<file path="src/rtl/calc_disp_pkg.sv">
// Shared display definitions for the calculator front panel: blank pattern,
// active-low hex segment codes ({g,f,e,d,c,b,a}) and a ceil-log2 helper.
package calc_disp_pkg;

  localparam logic [6:0] SEG_BLANK = 7'h7F;

  localparam logic [6:0] SEG_HEX_0 = 7'h40;
  localparam logic [6:0] SEG_HEX_1 = 7'h79;
  localparam logic [6:0] SEG_HEX_2 = 7'h24;
  localparam logic [6:0] SEG_HEX_3 = 7'h30;
  localparam logic [6:0] SEG_HEX_4 = 7'h19;
  localparam logic [6:0] SEG_HEX_5 = 7'h12;
  localparam logic [6:0] SEG_HEX_6 = 7'h02;
  localparam logic [6:0] SEG_HEX_7 = 7'h78;
  localparam logic [6:0] SEG_HEX_8 = 7'h00;
  localparam logic [6:0] SEG_HEX_9 = 7'h10;
  localparam logic [6:0] SEG_HEX_A = 7'h08;
  localparam logic [6:0] SEG_HEX_B = 7'h03;
  localparam logic [6:0] SEG_HEX_C = 7'h46;
  localparam logic [6:0] SEG_HEX_D = 7'h21;
  localparam logic [6:0] SEG_HEX_E = 7'h06;
  localparam logic [6:0] SEG_HEX_F = 7'h0E;

  // Smallest r with 2**r >= value; returns 0 for value <= 1.
  function automatic int clog2(input int value);
    int r;
    r = 0;
    for (int v = value - 1; v > 0; v = v >> 1) begin
      r = r + 1;
    end
    return r;
  endfunction

endpackage

</file>
<file path="src/rtl/hex_to_7seg.sv">
// Combinational hex nibble to seven-segment decoder, active-low {g,f,e,d,c,b,a}.
module hex_to_7seg
  import calc_disp_pkg::*;
(
  input  logic [3:0] nibble,
  output logic [6:0] seg_n
);

  always_comb begin
    seg_n = SEG_BLANK;
    case (nibble)
      4'h0: seg_n = SEG_HEX_0;
      4'h1: seg_n = SEG_HEX_1;
      4'h2: seg_n = SEG_HEX_2;
      4'h3: seg_n = SEG_HEX_3;
      4'h4: seg_n = SEG_HEX_4;
      4'h5: seg_n = SEG_HEX_5;
      4'h6: seg_n = SEG_HEX_6;
      4'h7: seg_n = SEG_HEX_7;
      4'h8: seg_n = SEG_HEX_8;
      4'h9: seg_n = SEG_HEX_9;
      4'hA: seg_n = SEG_HEX_A;
      4'hB: seg_n = SEG_HEX_B;
      4'hC: seg_n = SEG_HEX_C;
      4'hD: seg_n = SEG_HEX_D;
      4'hE: seg_n = SEG_HEX_E;
      4'hF: seg_n = SEG_HEX_F;
    endcase
  end

endmodule

</file>
<file path="src/rtl/seg_scan_ctrl.sv">
// Time-multiplexed seven-segment scanner: prescaler, slot counter, per-slot
// snapshot, dead time, PWM brightness and registered anode/cathode drives.
module seg_scan_ctrl
  import calc_disp_pkg::*;
#(
  parameter int NUM_DIGITS       = 4,
  parameter int CLK_DIV          = 100000,
  parameter int BLANK_CYC        = 2,
  parameter int BRIGHT_W         = 4,
  parameter bit ANODE_ACTIVE_LOW = 1'b1
) (
  input  logic                          clk,
  input  logic                          rst_n,
  input  logic                          en,
  input  logic [BRIGHT_W-1:0]           brightness,
  input  logic [4*NUM_DIGITS-1:0]       digit_data,
  input  logic [NUM_DIGITS-1:0]         dp,
  input  logic [NUM_DIGITS-1:0]         digit_en,
  output logic [NUM_DIGITS-1:0]         anode,
  output logic [6:0]                    seg,
  output logic                          dp_n,
  output logic [clog2(NUM_DIGITS)-1:0]  slot
);

  localparam int SLOT_W = clog2(NUM_DIGITS);
  localparam int P_W    = clog2(CLK_DIV);
  localparam int ON_W   = P_W + 1;

  localparam logic [P_W-1:0]        P_LAST    = P_W'(CLK_DIV - 1);
  localparam logic [SLOT_W-1:0]     SLOT_LAST = SLOT_W'(NUM_DIGITS - 1);
  localparam logic [NUM_DIGITS-1:0] ANODE_OFF = {NUM_DIGITS{ANODE_ACTIVE_LOW}};

  // Lit cycles per slot for a brightness code; all-ones yields CLK_DIV-BLANK_CYC.
  function automatic logic [ON_W-1:0] calc_on(input logic [BRIGHT_W-1:0] b);
    logic [31:0] prod;
    prod = (32'(b) + 32'd1) * 32'(CLK_DIV - BLANK_CYC);
    return ON_W'(prod >> BRIGHT_W);
  endfunction

  logic [P_W-1:0]        p_q, p_d;
  logic [SLOT_W-1:0]     slot_q, slot_d;
  logic [3:0]            nib_q, nib_d;
  logic                  dp_snap_q, dp_snap_d;
  logic                  den_q, den_d;
  logic [ON_W-1:0]       on_cyc_q, on_cyc_d;
  logic [NUM_DIGITS-1:0] anode_q, anode_d;
  logic [6:0]            seg_q, seg_d;
  logic                  dp_n_q, dp_n_d;

  logic [SLOT_W-1:0]     dig_idx;
  logic                  at_start;
  logic [3:0]            nib_live;
  logic                  dp_live;
  logic                  den_live;
  logic [3:0]            nib_eff;
  logic                  dp_eff;
  logic                  den_eff;
  logic [ON_W-1:0]       on_eff;
  logic [6:0]            dec_seg;
  logic                  lit;
  int                    p_int;
  int                    on_int;

  // Slot 0 is the leftmost digit so the scan runs left to right.
  assign dig_idx  = SLOT_LAST - slot_q;
  assign at_start = (p_q == '0);

  always_comb begin
    nib_live = '0;
    dp_live  = 1'b0;
    den_live = 1'b0;
    for (int i = 0; i < NUM_DIGITS; i++) begin
      if (SLOT_W'(i) == dig_idx) begin
        nib_live = digit_data[4*i +: 4];
        dp_live  = dp[i];
        den_live = digit_en[i];
      end
    end
  end

  // During p==0 the snapshot is being loaded, so the live inputs stand in for it.
  assign nib_eff = at_start ? nib_live            : nib_q;
  assign dp_eff  = at_start ? dp_live             : dp_snap_q;
  assign den_eff = at_start ? den_live            : den_q;
  assign on_eff  = at_start ? calc_on(brightness) : on_cyc_q;

  hex_to_7seg u_hex_to_7seg (
    .nibble (nib_eff),
    .seg_n  (dec_seg)
  );

  assign p_int  = int'(p_q);
  assign on_int = int'(on_eff);
  assign lit    = en && den_eff && (p_int >= BLANK_CYC) && (p_int < BLANK_CYC + on_int);

  always_comb begin
    p_d    = p_q;
    slot_d = slot_q;
    if (!en) begin
      p_d    = '0;
      slot_d = '0;
    end else if (p_q == P_LAST) begin
      p_d    = '0;
      slot_d = (slot_q == SLOT_LAST) ? '0 : slot_q + 1'b1;
    end else begin
      p_d = p_q + 1'b1;
    end
  end

  always_comb begin
    nib_d     = nib_q;
    dp_snap_d = dp_snap_q;
    den_d     = den_q;
    on_cyc_d  = on_cyc_q;
    if (en && at_start) begin
      nib_d     = nib_live;
      dp_snap_d = dp_live;
      den_d     = den_live;
      on_cyc_d  = calc_on(brightness);
    end
  end

  // Only the selected digit's anode can ever be driven active, so the
  // registered anode word is one-hot or idle in every cycle.
  always_comb begin
    anode_d = ANODE_OFF;
    seg_d   = SEG_BLANK;
    dp_n_d  = 1'b1;
    if (lit) begin
      for (int i = 0; i < NUM_DIGITS; i++) begin
        if (SLOT_W'(i) == dig_idx) begin
          anode_d[i] = ~ANODE_ACTIVE_LOW;
        end
      end
      seg_d  = dec_seg;
      dp_n_d = ~dp_eff;
    end
  end

  always_ff @(posedge clk or negedge rst_n) begin
    if (!rst_n) begin
      p_q       <= '0;
      slot_q    <= '0;
      nib_q     <= '0;
      dp_snap_q <= 1'b0;
      den_q     <= 1'b0;
      on_cyc_q  <= '0;
      anode_q   <= ANODE_OFF;
      seg_q     <= SEG_BLANK;
      dp_n_q    <= 1'b1;
    end else begin
      p_q       <= p_d;
      slot_q    <= slot_d;
      nib_q     <= nib_d;
      dp_snap_q <= dp_snap_d;
      den_q     <= den_d;
      on_cyc_q  <= on_cyc_d;
      anode_q   <= anode_d;
      seg_q     <= seg_d;
      dp_n_q    <= dp_n_d;
    end
  end

  assign anode = anode_q;
  assign seg   = seg_q;
  assign dp_n  = dp_n_q;
  assign slot  = slot_q;

endmodule

</file>
<file path="config.mk">
export PLATFORM = sky130hd
export DESIGN_NAME = seg_scan_ctrl
export DESIGN_NICKNAME = d
export VERILOG_FILES = /design/src/rtl/calc_disp_pkg.sv /design/src/rtl/hex_to_7seg.sv /design/src/rtl/seg_scan_ctrl.sv
export SDC_FILE = /design/constraint.sdc
export NUM_CORES = 1
export LEC_CHECK = 0
export ABC_AREA = 1
export CORE_UTILIZATION = 25
export DETAILED_ROUTE_END_ITERATION = 6
export GPL_TIMING_DRIVEN = 0
export PLACE_DENSITY_LB_ADDON = 0.3
export SLEW_MARGIN = 15
export SYNTH_ARGS = -nofsm -noshare
export SYNTH_HDL_FRONTEND = slang
export SYNTH_SLANG_ARGS = --single-unit
</file>
<file path="constraint.sdc">
create_clock -name clk -period 10.1 [get_ports clk]
set_clock_uncertainty 0.2 [all_clocks]
set_input_delay 1.01 -clock clk [delete_from_list [all_inputs] [get_ports clk]]
set_output_delay 1.01 -clock clk [all_outputs]
set_load 0.005 [all_outputs]
</file>
Word-level counts from Yosys, hierarchy flattened
Memory sizes are Yosys's and may differ from the RTL's.
Index checks and enable logic that the tools add are counted.
{ "op_classes": {"n_bitwise": 1, "muxes": 28, "eq_ne": 6, "order_cmp": 2, "add_sub_neg": 5, "reduce_logical": 6, "multipliers": 1} }
{ "ops": {"columns": ["op", "n"], "rows": [
  ["two-way mux 17 bit", 2],
  ["two-way mux 4 bit", 6],
  ["multiplier 5 x 16 -> 21 bit (second input constant)", 1],
  ["adder 2 x 18 -> 19 bit (first input constant)", 1],
  ["< comparator 17 x 19 -> 1 bit", 1],
  ["two-way mux 18 bit", 1],
  ["adder 17 x 1 -> 17 bit (second input constant)", 1],
  ["equality test 17 bit (second input constant)", 1],
  [">= comparator 17 x 2 -> 1 bit (second input constant)", 1],
  ["logical NOT 17 bit", 1],
  ["two-way mux 1 bit", 15],
  ["two-way mux 7 bit", 1],
  ["two-way mux 2 bit", 3],
  ["adder 4 x 1 -> 5 bit (second input constant)", 1],
  ["equality test 2 bit (first input constant)", 2],
  ["logical AND 1 bit", 4],
  ["adder 2 x 1 -> 2 bit (second input constant)", 1],
  ["equality test 1 x 2 -> 1 bit (first input constant)", 1],
  ["equality test 2 bit (second input constant)", 1],
  ["logical NOT 2 bit", 1],
  ["inequality test 2 x 1 -> 1 bit (second input constant)", 1],
  ["subtractor 2 bit (first input constant)", 1],
  ["NOT 1 bit", 1]
]} }
{ "totals": {"wordCells": 59, "n_memories": 1, "romBits": 112, "input_bits": 31, "register_bits": 55, "out_inout_bits": 14} }
{ "memory_table": {"columns": ["memory", "depth", "word_bits", "rd", "rd_ports_with_merged_regs", "wr", "line_no", "text"], "rows": [
  ["(no name shown)", 16, 7, 1, 0, 0, "hex_to_7seg.sv:11", "case (nibble)"]
]} }

Logic depth before layout (Yosys ltp)
{ "logic_depth": {"ltp_word": 11, "mapped_depth": 37, "depth_no_buf": 36} }

Modules after synthesis
Synthesis repeated with hierarchy kept, for this count alone.
{ "unflattened": {"cells_unflattened": 837, "area_unflattened_um2": 5854.4} }
{ "modules_own_cells": {"columns": ["mod", "seq_area_each_um2", "cells_each", "area_each_um2", "n_inst"], "rows": [
  ["seg_scan_ctrl", 1391.3, 786, 5579.1, 1],
  ["hex_to_7seg", 0.0, 51, 275.3, 1]
]} }

Least setup slack after synthesis
No wires, ideal clock.
{ "synth_timing": {"path_kind": "in2reg", "from": "input brightness[0]", "to": "register anode_q[1] (netlist: anode[1])", "setup_slack_ns": 4.156, "required_time_ns": 9.837, "arrival_ns": 5.681, "setup_ns": 0.063, "n_path_buf": 1, "stages": 35, "cell_sequence": "ha_1 -> xor2_1 -> inv_1 -> fa_1 -> fa_1 -> inv_1 -> ha_1 -> ha_1 -> nand2_1 -> inv_1 -> nand2_1 -> nand2_1 -> nand2_1 -> nand2_1 -> nand2_1 -> nand2_1 -> ha_1 -> nand2_2 -> nor2_4 -> nand3_2 -> xor2_1 -> ha_1 -> nand2_1 -> inv_1 -> nand3_1 -> nor3_1 -> nand2_1 -> nand2_1 -> nand2_1 -> nand2_1 -> nand2_1 -> nand2_1 -> nand4_2 -> buf_6 -> nand3_2"} }
{ "synth_via": {"elab_chain_len": 7} }
{ "synth_rtl": {"columns": ["item", "line_no", "text"], "rows": [
  ["from (decl)", "seg_scan_ctrl.sv:15", "input logic [BRIGHT_W-1:0] brightness,"],
  ["adder 4 x 1 -> 5 bit", "seg_scan_ctrl.sv:36", "prod = (32'(b) + 32'd1) * 32'(CLK_DIV - BLANK_CYC);"],
  ["multiplier 5 x 16 -> 21 bit", "seg_scan_ctrl.sv:36", null],
  ["two-way mux 18 bit", "seg_scan_ctrl.sv:85", "assign on_eff = at_start ? calc_on(brightness) : on_cyc_q;"],
  ["adder 2 x 18 -> 19 bit", "seg_scan_ctrl.sv:94", "assign lit = en && den_eff && (p_int >= BLANK_CYC) && (p_int < BLANK_CYC + on_int);"],
  ["< comparator 17 x 19 -> 1 bit", "seg_scan_ctrl.sv:94", null],
  ["logical AND 1 bit", "seg_scan_ctrl.sv:94", null],
  ["two-way mux 4 bit", "seg_scan_ctrl.sv:129", "if (lit) begin"],
  ["named net anode_d[1]", "seg_scan_ctrl.sv:46", "logic [NUM_DIGITS-1:0] anode_q, anode_d;"],
  ["to (signal assigned)", "seg_scan_ctrl.sv:158", "anode_q <= anode_d;"],
  ["to (decl)", "seg_scan_ctrl.sv:46", null]
]} }
The timed path passes the listed nets, and every way through them passes these cells.
A chain may end at the register's enable or synchronous reset.

Final worst setup path
{ "layout_timing": {"from": "input brightness[0]", "to": "register seg_q[5] (netlist: seg[5])"} }
{ "layout_via": {"elab_chain_len": 7} }
{ "layout_rtl": {"columns": ["item", "line_no", "text"], "rows": [
  ["adder 4 x 1 -> 5 bit", "seg_scan_ctrl.sv:36", null],
  ["multiplier 5 x 16 -> 21 bit", "seg_scan_ctrl.sv:36", null],
  ["two-way mux 18 bit", "seg_scan_ctrl.sv:85", null],
  ["adder 2 x 18 -> 19 bit", "seg_scan_ctrl.sv:94", null],
  ["< comparator 17 x 19 -> 1 bit", "seg_scan_ctrl.sv:94", null],
  ["logical AND 1 bit", "seg_scan_ctrl.sv:94", null],
  ["two-way mux 7 bit", "seg_scan_ctrl.sv:129", null],
  ["named net seg_d[5]", "seg_scan_ctrl.sv:47", "logic [6:0] seg_q, seg_d;"],
  ["to (signal assigned)", "seg_scan_ctrl.sv:159", "seg_q <= seg_d;"],
  ["to (decl)", "seg_scan_ctrl.sv:47", null]
]} }
The timed path passes the listed nets, and every way through them passes these cells.

==> summary.md <==
| Metric | Value |
|---|---|
| First-pass DRT Iterations | 6 |
| Top Family by Delay on Critical Path | adder cells |
| # resized after CTS | 0 |
| Final Hold Viols | 0 |
| Slowest CP cell | clkdlybuf4s50_1 |
| Clock Latency Late Sink | 0.30 ns |
| Setup crit end kind | register |
| GR Overflow Total | 0 |
| Fmax | 0.138 GHz |
| Clock group share of total power | 0.169 |
| Reg clk slew, reported paths | 0.07 ns |
| Commonest cells after routing, fill and taps aside | nand2_1, inv_1, ha_1 |
| IO Port Bufs | 43 |
| Max-slew violations | 0 |
| Layout cell share with drive strength beyond 1 | 0.0758 |
| Slew @ Worst Pin | 0.817 ns |
| CTS Sinks | 55 |
| CTS root buf | clkbuf_16 |
| Final ANT Viol Nets | 0 |
| Warnings, synthesis | 0 |
| Top cells by area, synth | dfrtp_1, nand2_1, ha_1, inv_1, dfstp_2 |
| Die W | 152 µm |
| Final min period | 7.23 ns |
| Lkg Pwr | 3.37 nW |
| Sw power | 0.000480 W |
| CP arrival | 7.28 ns |
| Initial antenna violation count | 0 |
| Gate power share | 0.561 |
| DRC Markers | 6 |
| Syn Inst Count | 833 |
| Top_reg_cell synth | dfrtp_1 |
| Max H-tree Level | 2 |
| Number of distinct library cells after synthesis | 44 |
| Final setup TNS | 0 ns |
| Failing checks | design-rule violations |
| Internal power | 0.000570 W |
| CP Launch Type | primary input |
| Post-CTS setup buffers | 0 |
| Critical Path Most Common Cell | nand2_1 |
| PwrDens | 159 mW/mm² |
| Post-synth EDFFs | 0 |
| Antenna diodes | 0 |
| Gr busiest metal | met2 |
| Vias | 5079 |
| Worst VDD drop | 0.0629 mV |
| Worst-case clock buffer depth | 2 |
| Starting Density | 0.257 |
| Final worst path period share | 0.716 |
| DIE HEIGHT | 152 µm |
| Hold_buf cts | 0 |
| Asr flop ratio synth | 1.00 |
| FF-to-FF Start | p_q[1]$_DFF_PN0_ |
| Area share of the largest cell type after synthesis | 0.190 |
| Num CTS Buffers | 5 |
| RSZ-0062 raised after global routing | no |
| Met3 Usage GRT | 0.0117 |
| Hold Path Origin | on_cyc_q[16]$_DFFE_PN0P_ |
| Area of the die | 0.0233 mm² |
| Status | complete, but fails checks |
| Reg2reg path depth | 26 |
| Drt total wl | 14.3 mm |
| Rows | 54 |
| Synthesized area per cell | 6.80 µm² |
| Pre-CTS setup slack | 2.53 ns |
| Number of DRC markers in iteration 0 | 192 |
| Vias/cell | 4.36 |
| Hold Crit Depth | 2 |
| HP Class | register to register |
| Syn-to-layout area delta | 16.3% |
| Final setup violation count | 0 |
| Data required, critical path | 10.14 ns |
| Seq/Total Area, Yosys | 0.246 |
| Synth area leader | dfrtp_1 |
| All-Layer GR Usage | 0.126 |
| CTS tree | yes |
| Vias in the first global route | 4863 |
| Switch share | 0.457 |
| Worst setup margin | 2.87 ns |
| WL per Instance | 12.3 µm |
| Largest stage delay, worst path | 0.68 ns |
| Worst Path Max Fanout | 10 |
| Final-stage net count | 993 |
| Core Area | 0.0220 mm² |
| Sequential share of power | 0.271 |
| Met2 usage | 0.214 |
| Final HPWL DP | 11.8 mm |
| Bufs and invs on worst path | 5 |
| Met1 usage | 0.174 |
| Placer Congestion | 0.782 |
| First-pass GRT wire length | 24.0 mm |
| Num ports | 45 |
| FF+latch count, synth | 55 |
| Synthesized area | 0.00566 mm² |
| Max_slew headroom | 0.450 |
| Worst setup startpoint | brightness[0] |
| Crit Path Class | primary input to register |
| Post-Syn Nets | 943 |
| Largest net degree at the start of global routing | 56 |
| Stages on worst setup path | 34 |
| Fill cells | 2442 |
| Most common cell after layout, fill and taps aside | nand2_1 |
| MaxCap Viol Count | 0 |
power by group through the flow:
stage	sequential (W)	combinational, W	clock, W
finish	0.000284	0.000588	0.000177
global route	0.000290	0.000680	0.000192
CTS	0.000284	0.000595	0.000182
detailed placement	0.000288	0.000591	0
global placement	0.000287	0.000587	0
floorplan	0.000284	0.000441	0
metal layers:
layer / routed length, µm / share of wire
met2: 6490 / 0.45
met3: 380 / 0.027
met1: 7300 / 0.51
met5: 0 / 0
met4: 127 / 0.0089
final cells by class:
| cell class | count | area [µm²] | share of cell area |
|---|---|---|---|
| Timing Repair Buffer | 43 | 428 | 0.0650 |
| Clock buffer | 5 | 125 | 0.0190 |
| Multi-Input combinational cell | 628 | 3690 | 0.560 |
| Buffer | 12 | 62.6 | 0.00950 |
| Tap cell | 280 | 350 | 0.0532 |
| Sequential cell | 55 | 1390 | 0.211 |
| Inverter | 138 | 518 | 0.0787 |
| Clock inverter | 3 | 18.8 | 0.00285 |
path summary, 6_finish.rpt:
kind / to / slack (ns)
setup / recovery: seg[5]$_DFF_PN1_ / 2.87
hold / removal: on_cyc_q[16]$_DFFE_PN0P_ / 0.28
setup reg to reg: seg[5]$_DFF_PN1_ / 6.17
hold reg to reg: on_cyc_q[16]$_DFFE_PN0P_ / 0.28
max in group asynchronous: nib_q[2]$_DFFE_PN0P_ / 8.66
min in group asynchronous: on_cyc_q[0]$_DFFE_PN0P_ / 0.57
cell families after synthesis:
| kind of cell | after synthesis | share of synthesized area |
|---|---|---|
| DFF | 55 | 0.246 |
| xor gates and xnor gates | 18 | 0.0278 |
| and+or+nand+nor | 441 | 0.352 |
| AOI/OAI and AO/OA | 90 | 0.0910 |
| adders and majority gates | 79 | 0.181 |
| buffers and inverters | 150 | 0.103 |
cell usage after synthesis (6+ instances only):
library cell,instances
o21a_1,7
nor2_4,6
xor2_1,14
nand2_1,247
nand3_1,63
dfrtp_1,43
nor2_1,61
inv_1,133
ha_1,74
nand4_1,8
clkbuf_1,8
nand3_2,13
a21oi_1,28
dfstp_2,12
o21ai_0,33
nor3_1,16
worst min-delay path, stage by stage (launching register included):
cell	delay [ns]
dfrtp_1	0.35
nand2_1	0.05
nand2_1	0.05
flip-flops by register name, summed over array words and instances (netlist names):
register,count
den_q,1
dp_snap_q,1
p_q,17
nib_q,4
anode,4
on_cyc_q,18
slot,2
seg,7
dp_n,1
per-stage QoR:
step / instances / total power, W / util / cell area [µm²] / hold slack, ns
floorplan: 833 / 0.000725 / - / 5660 / 0.246
global placement: 1156 / 0.000874 / 0.292 / 6440 / 0.265
detailed placement: 1156 / 0.000879 / 0.292 / 6440 / 0.265
CTS: 1164 / 0.00106 / 0.299 / 6580 / 0.286
global route: 1164 / 0.00116 / 0.299 / 6580 / 0.306
finish: 1164 / 0.00105 / 0.299 / 6580 / 0.282
No activity file was read; power rests on OpenSTA's default activity.
